===== config.mk =====
export PLATFORM = sky130hd
export DESIGN_NAME = hvtx_pattern
export DESIGN_NICKNAME = d
export VERILOG_FILES = /design/src/rtl/hvtx_pattern.sv
export SDC_FILE = /design/constraint.sdc
export NUM_CORES = 1
export LEC_CHECK = 0
export ABC_CLOCK_PERIOD_IN_PS = 4460
export CAP_MARGIN = 5
export CORE_MARGIN = 2
export CORE_UTILIZATION = 60
export DETAILED_ROUTE_END_ITERATION = 16
export GPL_TIMING_DRIVEN = 0
export PLACE_DENSITY = 0.93
export SYNTH_ARGS = -nofsm -noshare
export SYNTH_HDL_FRONTEND = slang
export SYNTH_SLANG_ARGS = --single-unit

===== constraint.sdc =====
create_clock -name i_clk -period 4.46 [get_ports i_clk]
set_input_delay 0.892 -clock i_clk [delete_from_list [all_inputs] [get_ports i_clk]]
set_output_delay 0.892 -clock i_clk [all_outputs]
set_load 0.1 [all_outputs]

===== src/rtl/hvtx_pattern.sv =====
// hvtx_pattern: test-pattern generator with bouncing box, registered RGB out
module hvtx_pattern #(
  parameter int WIDTH = 11,
  parameter int ACTIVE_WIDTH = 1280,
  parameter int ACTIVE_HEIGHT = 720,
  parameter int BOX_SIZE = 16,
  parameter int STEP = 4,
  parameter int FRAME_DIV = 1,
  parameter int CHECK_LOG2 = 5,
  parameter logic [23:0] BOX_COLOR = 24'hff00a8,
  parameter logic [23:0] BG_COLOR = 24'h000000
) (
  input  logic             i_clk,
  input  logic             i_rst_n,
  input  logic [WIDTH-1:0] i_x,
  input  logic [WIDTH-1:0] i_y,
  input  logic [1:0]       i_mode,
  input  logic             i_freeze,
  output logic [23:0]      o_video,
  output logic             o_tick
);
  localparam int DW = FRAME_DIV > 1 ? $clog2(FRAME_DIV) : 1;
  localparam int BAR_W = ACTIVE_WIDTH / 8;
  localparam logic [WIDTH:0] MAX_X = (WIDTH+1)'(ACTIVE_WIDTH - BOX_SIZE);
  localparam logic [WIDTH:0] MAX_Y = (WIDTH+1)'(ACTIVE_HEIGHT - BOX_SIZE);
  localparam logic [23:0] BARS [8] = '{24'hffffff, 24'hffff00, 24'h00ffff, 24'h00ff00,
                                       24'hff00ff, 24'hff0000, 24'h0000ff, 24'h000000};
  logic [1:0]       mode_q, mode_d;
  logic [DW-1:0]    div_q, div_d;
  logic [WIDTH-1:0] box_x_q, box_x_d, box_y_q, box_y_d;
  logic             dir_x_q, dir_x_d, dir_y_q, dir_y_d;
  logic [23:0]      video_d, bg;
  logic [WIDTH:0]   nx, ny;
  logic [2:0]       bar;
  logic             tick, upd, active, hit;
  // returns {new_dir, new_pos}; dir 1 means moving toward larger coordinates
  function automatic logic [WIDTH:0] nxt(input logic [WIDTH-1:0] p, input logic d,
                                         input logic [WIDTH:0] mx);
    logic [WIDTH:0] s;
    s = {1'b0, p} + (WIDTH+1)'(STEP);
    if (d) nxt = (s >= mx) ? {1'b0, mx[WIDTH-1:0]} : {1'b1, s[WIDTH-1:0]};
    else   nxt = ({1'b0, p} <= (WIDTH+1)'(STEP)) ? {1'b1, {WIDTH{1'b0}}}
                                                 : {1'b0, p - WIDTH'(STEP)};
  endfunction
  assign tick = (i_x == '0) && (i_y == WIDTH'(ACTIVE_HEIGHT));
  assign upd = tick && (div_q == DW'(FRAME_DIV - 1)) && !i_freeze;
  assign nx = nxt(box_x_q, dir_x_q, MAX_X);
  assign ny = nxt(box_y_q, dir_y_q, MAX_Y);
  assign active = (i_x < WIDTH'(ACTIVE_WIDTH)) && (i_y < WIDTH'(ACTIVE_HEIGHT));
  assign hit = ({1'b0, i_x} >= {1'b0, box_x_q}) && ({1'b0, i_x} < {1'b0, box_x_q} + (WIDTH+1)'(BOX_SIZE))
            && ({1'b0, i_y} >= {1'b0, box_y_q}) && ({1'b0, i_y} < {1'b0, box_y_q} + (WIDTH+1)'(BOX_SIZE));
  always_comb begin
    bar = '0;
    for (int k = 1; k < 8; k++) bar = bar + 3'({1'b0, i_x} >= (WIDTH+1)'(k * BAR_W));
  end
  always_comb begin
    mode_d = tick ? i_mode : mode_q;
    div_d = !tick ? div_q : (div_q == DW'(FRAME_DIV - 1)) ? '0 : div_q + 1'b1;
    box_x_d = upd ? nx[WIDTH-1:0] : box_x_q;
    dir_x_d = upd ? nx[WIDTH] : dir_x_q;
    box_y_d = upd ? ny[WIDTH-1:0] : box_y_q;
    dir_y_d = upd ? ny[WIDTH] : dir_y_q;
    bg = mode_q == 2'd0 ? BG_COLOR
       : mode_q == 2'd2 ? ((i_x[CHECK_LOG2] ^ i_y[CHECK_LOG2]) ? 24'hffffff : BG_COLOR)
       : BARS[bar];
    video_d = !active ? 24'h000000 : (mode_q != 2'd1 && hit) ? BOX_COLOR : bg;
  end
  always_ff @(posedge i_clk or negedge i_rst_n) begin
    if (!i_rst_n) begin
      mode_q  <= '0;
      div_q   <= '0;
      box_x_q <= '0;
      box_y_q <= '0;
      dir_x_q <= 1'b1;
      dir_y_q <= 1'b1;
      o_video <= '0;
      o_tick  <= 1'b0;
    end else begin
      mode_q  <= mode_d;
      div_q   <= div_d;
      box_x_q <= box_x_d;
      box_y_q <= box_y_d;
      dir_x_q <= dir_x_d;
      dir_y_q <= dir_y_d;
      o_video <= video_d;
      o_tick  <= tick;
    end
  end
endmodule


==> results of run 1 <==
-- flip-flops by register name, summed over array words and instances, names as in the netlist --
signal	count
mode_q	2
dir_y_q	1
dir_x_q	1
box_x_q	9
o_video	4
box_y_q	9
o_tick	1
-- stage by stage --
| stage | setup slack (ns) | hold WS, ns | cell area, sq um | total power [uW] | cells |
|---|---|---|---|---|---|
| floorplan | 0.9087 | 0.5202 | 3369 | 485.8 | 421 |
| global placement | 0.1290 | 0.5611 | 3970 | 573.1 | 544 |
| detailed placement | 0.06161 | 0.5553 | 3970 | 579.7 | 544 |
| CTS | 0.3564 | 0.5769 | 4015 | 728.5 | 548 |
| global route | 0.2196 | 0.6160 | 4010 | 750.6 | 548 |
| finish | 0.3531 | 0.5817 | 4010 | 730.0 | 548 |
-- logic make-up (layout without fill, tap and decap cells) --
group	count (synthesis)	in the layout
compound gates	129	129
flops	27	27
buf+inv	68	123
xor+xnor	13	13
simple gates	136	136
mux	2	2
fa+ha+maj	46	46
-- path summary, 6_finish.rpt --
path	end
max in group asynchronous	box_x_q[5]$_DFFE_PN0P_
worst min register to register	dir_y_q$_DFFE_PN1P_
min in group asynchronous	box_y_q[10]$_DFFE_PN0P_
worst max register to register	o_video[15]$_DFF_PN0_
worst min-delay path	dir_y_q$_DFFE_PN1P_
worst max-delay path	o_video[22]$_DFF_PN0_
-- area by class of cell --
class | count | area share
flip-flops and latches | 27 | 0.1691
clock buffers | 4 | 0.01123
plain buffers | 38 | 0.05803
multi-input cells | 326 | 0.5850
well taps | 72 | 0.02246
repair buffers | 51 | 0.1261
inverters | 30 | 0.02808
-- power groups by stage --
stage | combinational (uW) | sequential (uW) | clock (uW)
2_1_floorplan | 201 | 285 | 0
3_3_place_gp | 315 | 258 | 0
3_5_place_dp | 321 | 258 | 0
4_1_cts | 322 | 254 | 153
5_1_grt | 337 | 255 | 159
6_report | 321 | 253 | 155
-- worst max-delay path, delay by kind of cell --
family                   cells  cell delay, ns
adder cells (fa/ha/maj)      4            1.90
AND/OR/NAND/NOR              2            0.50
AO/OA/AOI/OAI                2            0.26
buffers and inverters        4            0.72
-- layer usage --
metal | GRT usage | vias to the layer above
met5 | 0 | -
met4 | 0.1241 | 0
met3 | 0.05682 | 28
met2 | 0.5291 | 204
met1 | 0.3915 | 1658
li1 | - | 1670
-- cells in the final DEF, fill, tap and decap left out, types with 3 or more instances in the layout --
cell type	n
clkbuf_1	12
o21ai_0	40
o21a_1	5
a211o_1	3
nand3b_1	3
dfrtp_1	25
or4_1	4
nor3_1	9
buf_2	7
a31oi_1	8
xnor2_1	12
nor4_1	4
fa_1	4
o22ai_1	3
and2_1	3
a2bb2oi_1	3
inv_1	29
nand2_1	26
o31a_1	6
clkbuf_8	3
clkdlybuf4s50_1	50
ha_1	42
a21o_1	10
and4_1	4
nor4_2	3
nand2b_1	5
nand4_1	13
a21oi_1	16
nor2_1	29
and3_1	8
nand3_1	17
a211oi_1	4
o211ai_1	6
a41oi_1	3
buf_4	20
==> impl_metrics.json, run 1 <==
{
  "outcome": "finished, final reports clean",
  "fmax_mhz": 243.5,
  "synth_top_family_by_area": "compound AO/OA/AOI/OAI gates",
  "ios": 52,
  "drc_errors": 0,
  "cts_setup_buffers": 0,
  "coreArea_sq_um": 5473,
  "place.port_buffers": 51,
  "syn_inst": 421,
  "synthAdderAreaFrac": 0.1797,
  "holdPathStages": 2,
  "worstSkewPairLatency_ns": 0.29,
  "dpl.hpwl_um": 7569,
  "finalWirelength_um": 9685,
  "n_fill_cell": 419,
  "power_density_nw_per_um2": 182.0,
  "seq_area_sq_um": 678.2,
  "ys_seq_elements": 27,
  "synthMuxAreaShare": 0.005941,
  "diodes": 0,
  "synthXorXnorAreaFrac": 0.03379,
  "ctsHtreeMaxLevel": 1,
  "synth_compound_area_frac": 0.2588,
  "p_int_uw": 413.9,
  "wl_met1_um": 4007,
  "multiInputGateArea_sq_um": 2346,
  "p_sw_frac": 0.4330,
  "irDropWorstVdd_mv": 0.1773,
  "startpoint_type": "input pin",
  "synth_area_per_cell_sq_um": 8.004,
  "critPathMaxStageDelay_ns": 0.55,
  "synthSimpleGateAreaFrac": 0.2180,
  "synth_top_cell_by_area": "dfrtp_1",
  "hold_viol": 0,
  "synthFlopType": "dfrtp_1",
  "first_iter_violations": 360,
  "cts_buffer_depth": 2,
  "ant_nets": 0,
  "drv_cap": 0,
  "criticalPathCategory": "input pin to flop",
  "tightest_slew_ns": 1.248,
  "min_period_ns": 4.107,
  "antenna_found_initial": 0,
  "syn_to_final_growth_pct": 19.01,
  "grt_overflow": 0,
  "yosys.cell_count.top_type": "ha_1",
  "synthDistinctLibCells": 63,
  "worst-path-max-fanout": 8,
  "slew_violations": 0,
  "clockRootBuffer": "clkbuf_8",
  "wire_per_inst_um": 17.67,
  "setup_tns_ns": 0,
  "synth_top_area_frac": 0.1857,
  "grtUsageTotal": 0.3112,
  "drive_above_1_share": 0.08824,
  "rsz0062_at_grt": "false",
  "grt_max_degree": 28,
  "cpMostUsedCell": "fa_1",
  "clockPowerShare": 0.213,
  "final_nets": 550,
  "initial_core_util": 0.6157,
  "top_layer_used": "met4",
  "power.share.combinational": 0.440,
  "die_w_um": 78.94,
  "async_reset_ff_frac": 1.000,
  "grt_pass1_vias": 3205,
  "hold_start": "dir_y_q$_DFFE_PN1P_",
  "finClkSkew_ns": 0.002200,
  "gp_congestion": 0.9583,
  "die_h_um": 78.94,
  "synth_area_leaders": "dfrtp_1 (19%), ha_1 (16%), o21ai_0 (5.9%)",
  "p_leak_uw": 0.001735,
  "fin_util": 0.7327,
  "ff2ff_setup_slack_ns": 1.48,
  "cts_resized": 0,
  "hold_path.class": "flop to flop",
  "synthTopCellsByCount": "ha_1 (42), o21ai_0 (40), inv_1 (29), nor2_1 (29), nand2_1 (26)",
  "syn_area_sq_um": 3369,
  "grt_pass1_wl_um": 15230,
  "pwr-share-seq": 0.347,
  "cts_tree": "done",
  "period_share": 0.9208,
  "via_per_inst": 6.496,
  "p_sw_uw": 316.1,
  "synth_edf_count": 0,
  "vias": 3560,
  "dieArea_sq_um": 6232,
  "numCtsBuffers": 3,
  "crit_start": "i_x[9]",
  "ff2ff_path_depth": 11,
  "setup_viol": 0,
  "syn_nets": 494,
  "endpoint_kind": "flop",
  "crit_arrival_ns": 4.28,
  "path_cells": "clkdlybuf4s50_1 > nor2_1 > nand3b_1 > fa_1 > inv_1 > fa_1 > inv_1 > fa_1 > inv_1 > fa_1 > o21ai_0 > o21ai_0",
  "drt-pass1-iter-count": 5,
  "cp_slowest_cell": "fa_1",
  "rows": 27,
  "holdBufCountCts": 0,
  "timing.slew.headroom": 0.1611,
  "yosysSeqAreaShare": 0.2013,
  "clkSlewWorstSetupHoldPaths_ns": 0.11,
  "met2WireLength_um": 4482,
  "wl_met3_um": 913,
  "required_ns": 4.63,
  "cts_sinks": 27,
  "yosysWarnings": 0,
  "timing.rr.start": "box_y_q[5]$_DFFE_PN0P_"
}
No activity file was read; power rests on OpenSTA's default activity.
==> inputs of run 2 (changes only) <==
==> config.mk (replaced) <==
export PLATFORM = sky130hd
export DESIGN_NAME = hvtx_pattern
export DESIGN_NICKNAME = d
export VERILOG_FILES = /design/src/rtl/hvtx_pattern.sv
export SDC_FILE = /design/constraint.sdc
export NUM_CORES = 1
export LEC_CHECK = 0
export ABC_CLOCK_PERIOD_IN_PS = 4630
export CAP_MARGIN = 5
export CORE_MARGIN = 2
export CORE_UTILIZATION = 56
export DETAILED_ROUTE_END_ITERATION = 16
export GPL_TIMING_DRIVEN = 0
export PLACE_DENSITY = 0.88
export SYNTH_ARGS = -nofsm -noshare
export SYNTH_HDL_FRONTEND = slang
export SYNTH_SLANG_ARGS = --single-unit
==> constraint.sdc (replaced) <==
create_clock -name i_clk -period 4.63 [get_ports i_clk]
set_input_delay 0.926 -clock i_clk [delete_from_list [all_inputs] [get_ports i_clk]]
set_output_delay 0.926 -clock i_clk [all_outputs]
set_load 0.1 [all_outputs]
==> run 2 against run 1 <==
Net effect: critical path depth did not move; sequential cell count did not move; die area rose by 6.8%; critical path type unchanged; register-to-register slack improved by 0.18 ns; global-route usage fell by 2.6 points; power fell by 4.6%; core utilization fell by 4.6 points; sequential share of layout area barely moved; cell count rose by 0.55%; clock power fell by 7%; first-iteration DRC count fell by 15%; critical endpoint unchanged; clock skew rose by 0.0086 ns.
==> impl_metrics.json, run 2 (synthesis results as in run 1) <==
{
  "outcome": "finished, final reports clean",
  "final_nets": 550,
  "first_iter_violations": 307,
  "crit_arrival_ns": 4.33,
  "setup_tns_ns": 0,
  "drv_cap": 0,
  "min_period_ns": 4.163,
  "diodes": 0,
  "drt-pass1-iter-count": 6,
  "initial_core_util": 0.5759,
  "finalWorstSetupSlack_ns": 0.4671,
  "final_cell_mix": "clkdlybuf4s50_1 (50), ha_1 (42), o21ai_0 (40)",
  "endpoint_kind": "flop",
  "power_density_nw_per_um2": 173.4,
  "ant_nets": 0,
  "criticalPathCategory": "input pin to flop",
  "finalWirelength_um": 9307,
  "required_ns": 4.79,
  "numCtsBuffers": 3,
  "dieArea_sq_um": 6654,
  "ctsHtreeMaxLevel": 1,
  "coreArea_sq_um": 5851,
  "holdBufCountCts": 0,
  "p_leak_uw": 0.001737,
  "antenna_found_initial": 0,
  "gp_congestion": 0.9583,
  "place_inst": 547,
  "tightest_slew_ns": 1.178,
  "n_fill_cell": 487,
  "cts_setup_buffers": 0,
  "period_share": 0.8991,
  "clkSlewWorstSetupHoldPaths_ns": 0.11,
  "total_power_uw": 696.2,
  "worstSkewPairLatency_ns": 0.29,
  "grt_pass1_wl_um": 14910,
  "hold_path.class": "flop to flop",
  "drc_errors": 0,
  "grt_max_degree": 28,
  "clockRootBuffer": "clkbuf_8",
  "critPathMaxStageDelay_ns": 0.55,
  "reg.largest.list": "box_x_q (9), box_y_q (9), o_video (4)",
  "timing.slew.headroom": 0.2081,
  "finClkSkew_ns": 0.01081,
  "postLayoutCellArea_sq_um": 4015,
  "die_h_um": 81.57,
  "cp_slowest_cell": "fa_1",
  "cts_sinks": 27,
  "vias": 3558,
  "slew_violations": 0,
  "cts_buffer_depth": 2,
  "die_w_um": 81.57,
  "layout.cells.non_filler": 551,
  "cpMostUsedCell": "fa_1",
  "rows": 28,
  "startpoint_type": "input pin",
  "syn_to_final_growth_pct": 19.16,
  "grt_pass1_vias": 3214,
  "irDropWorstVdd_mv": 0.2205,
  "cts_tree": "done",
  "postPlaceCellArea_sq_um": 3974,
  "path_cells": "clkdlybuf4s50_1 > nor2_1 > nand3b_1 > fa_1 > inv_1 > fa_1 > inv_1 > fa_1 > inv_1 > fa_1 > o21ai_0 > o21ai_0",
  "rsz0062_at_grt": "false",
  "place.port_buffers": 51,
  "drive_above_1_share": 0.09034,
  "grtUsageTotal": 0.2856,
  "via_per_inst": 6.457,
  "pre_cts_ws_ns": 0.1945,
  "cts_resized": 0,
  "worst-path-max-fanout": 8,
  "hold_viol": 0,
  "ios": 52,
  "dpl.hpwl_um": 7272,
  "grt_overflow": 0,
  "wire_per_inst_um": 16.89,
  "fmax_mhz": 240.2,
  "setup_viol": 0,
  "layout_commonest_cell": "clkdlybuf4s50_1"
}
[run 2: changes by cell type in the layout (fill, tap and decap cells not counted), sizes merged]
cell / change
clkinv: +1
clkbuf: -1
[run 2: worst paths after layout]
path	from	to	slack, ns	depth (start not counted)
setup / recovery	i_x[9]	o_video[22]$_DFF_PN0_	0.47	12
hold / removal	dir_y_q$_DFFE_PN1P_	dir_y_q$_DFFE_PN1P_	0.57	2
setup reg to reg	box_y_q[4]$_DFFE_PN0P_	o_video[15]$_DFF_PN0_	1.66	11
hold reg to reg	dir_y_q$_DFFE_PN1P_	dir_y_q$_DFFE_PN1P_	0.57	2
max in group asynchronous	i_rst_n	box_x_q[8]$_DFFE_PN0P_	3.55	1
min in group asynchronous	i_rst_n	box_y_q[5]$_DFFE_PN0P_	0.65	1
[run 2: per-layer routing]
metal,global-route usage,vias up,wire (um)
met3,0.03077,17,982
met5,0,-,0
met2,0.4754,196,4258
li1,-,1667,-
met4,0.07333,0,154
met1,0.3960,1678,3912
[run 2: metrics by stage]
stage | util | hold slack [ns]
2_1_floorplan | - | 0.5202
3_3_place_gp | 0.6792 | 0.5526
3_5_place_dp | 0.6792 | 0.5543
4_1_cts | 0.6871 | 0.5727
5_1_grt | 0.6863 | 0.6308
6_report | 0.6863 | 0.5727
[run 2: final cells by class]
type / instances / area (sq um) / share of cell area
clock inverter: 1 / 5.005 / 0.001246
inverter: 30 / 112.6 / 0.02805
buffer: 38 / 232.7 / 0.05796
sequential: 27 / 678.2 / 0.1689
timing repair buffer: 51 / 505.5 / 0.1259
tap: 75 / 93.84 / 0.02337
multi-input combinational: 326 / 2346 / 0.5843
clock buffer: 3 / 41.29 / 0.01028
[run 2: worst max-delay path: cells and delay by family]
family,cells,cell delay (ns)
simple gates,2,0.50
buf+inv,4,0.72
compound gates,2,0.28
fa+ha+maj,4,1.90
[run 2: report_power, final]
part | internal (uW) | switching [uW] | total [uW]
logic | 97.5 | 211 | 308
registers | 239 | 4.83 | 244
clock network | 60.6 | 83.3 | 144
total | 397 | 299 | 696
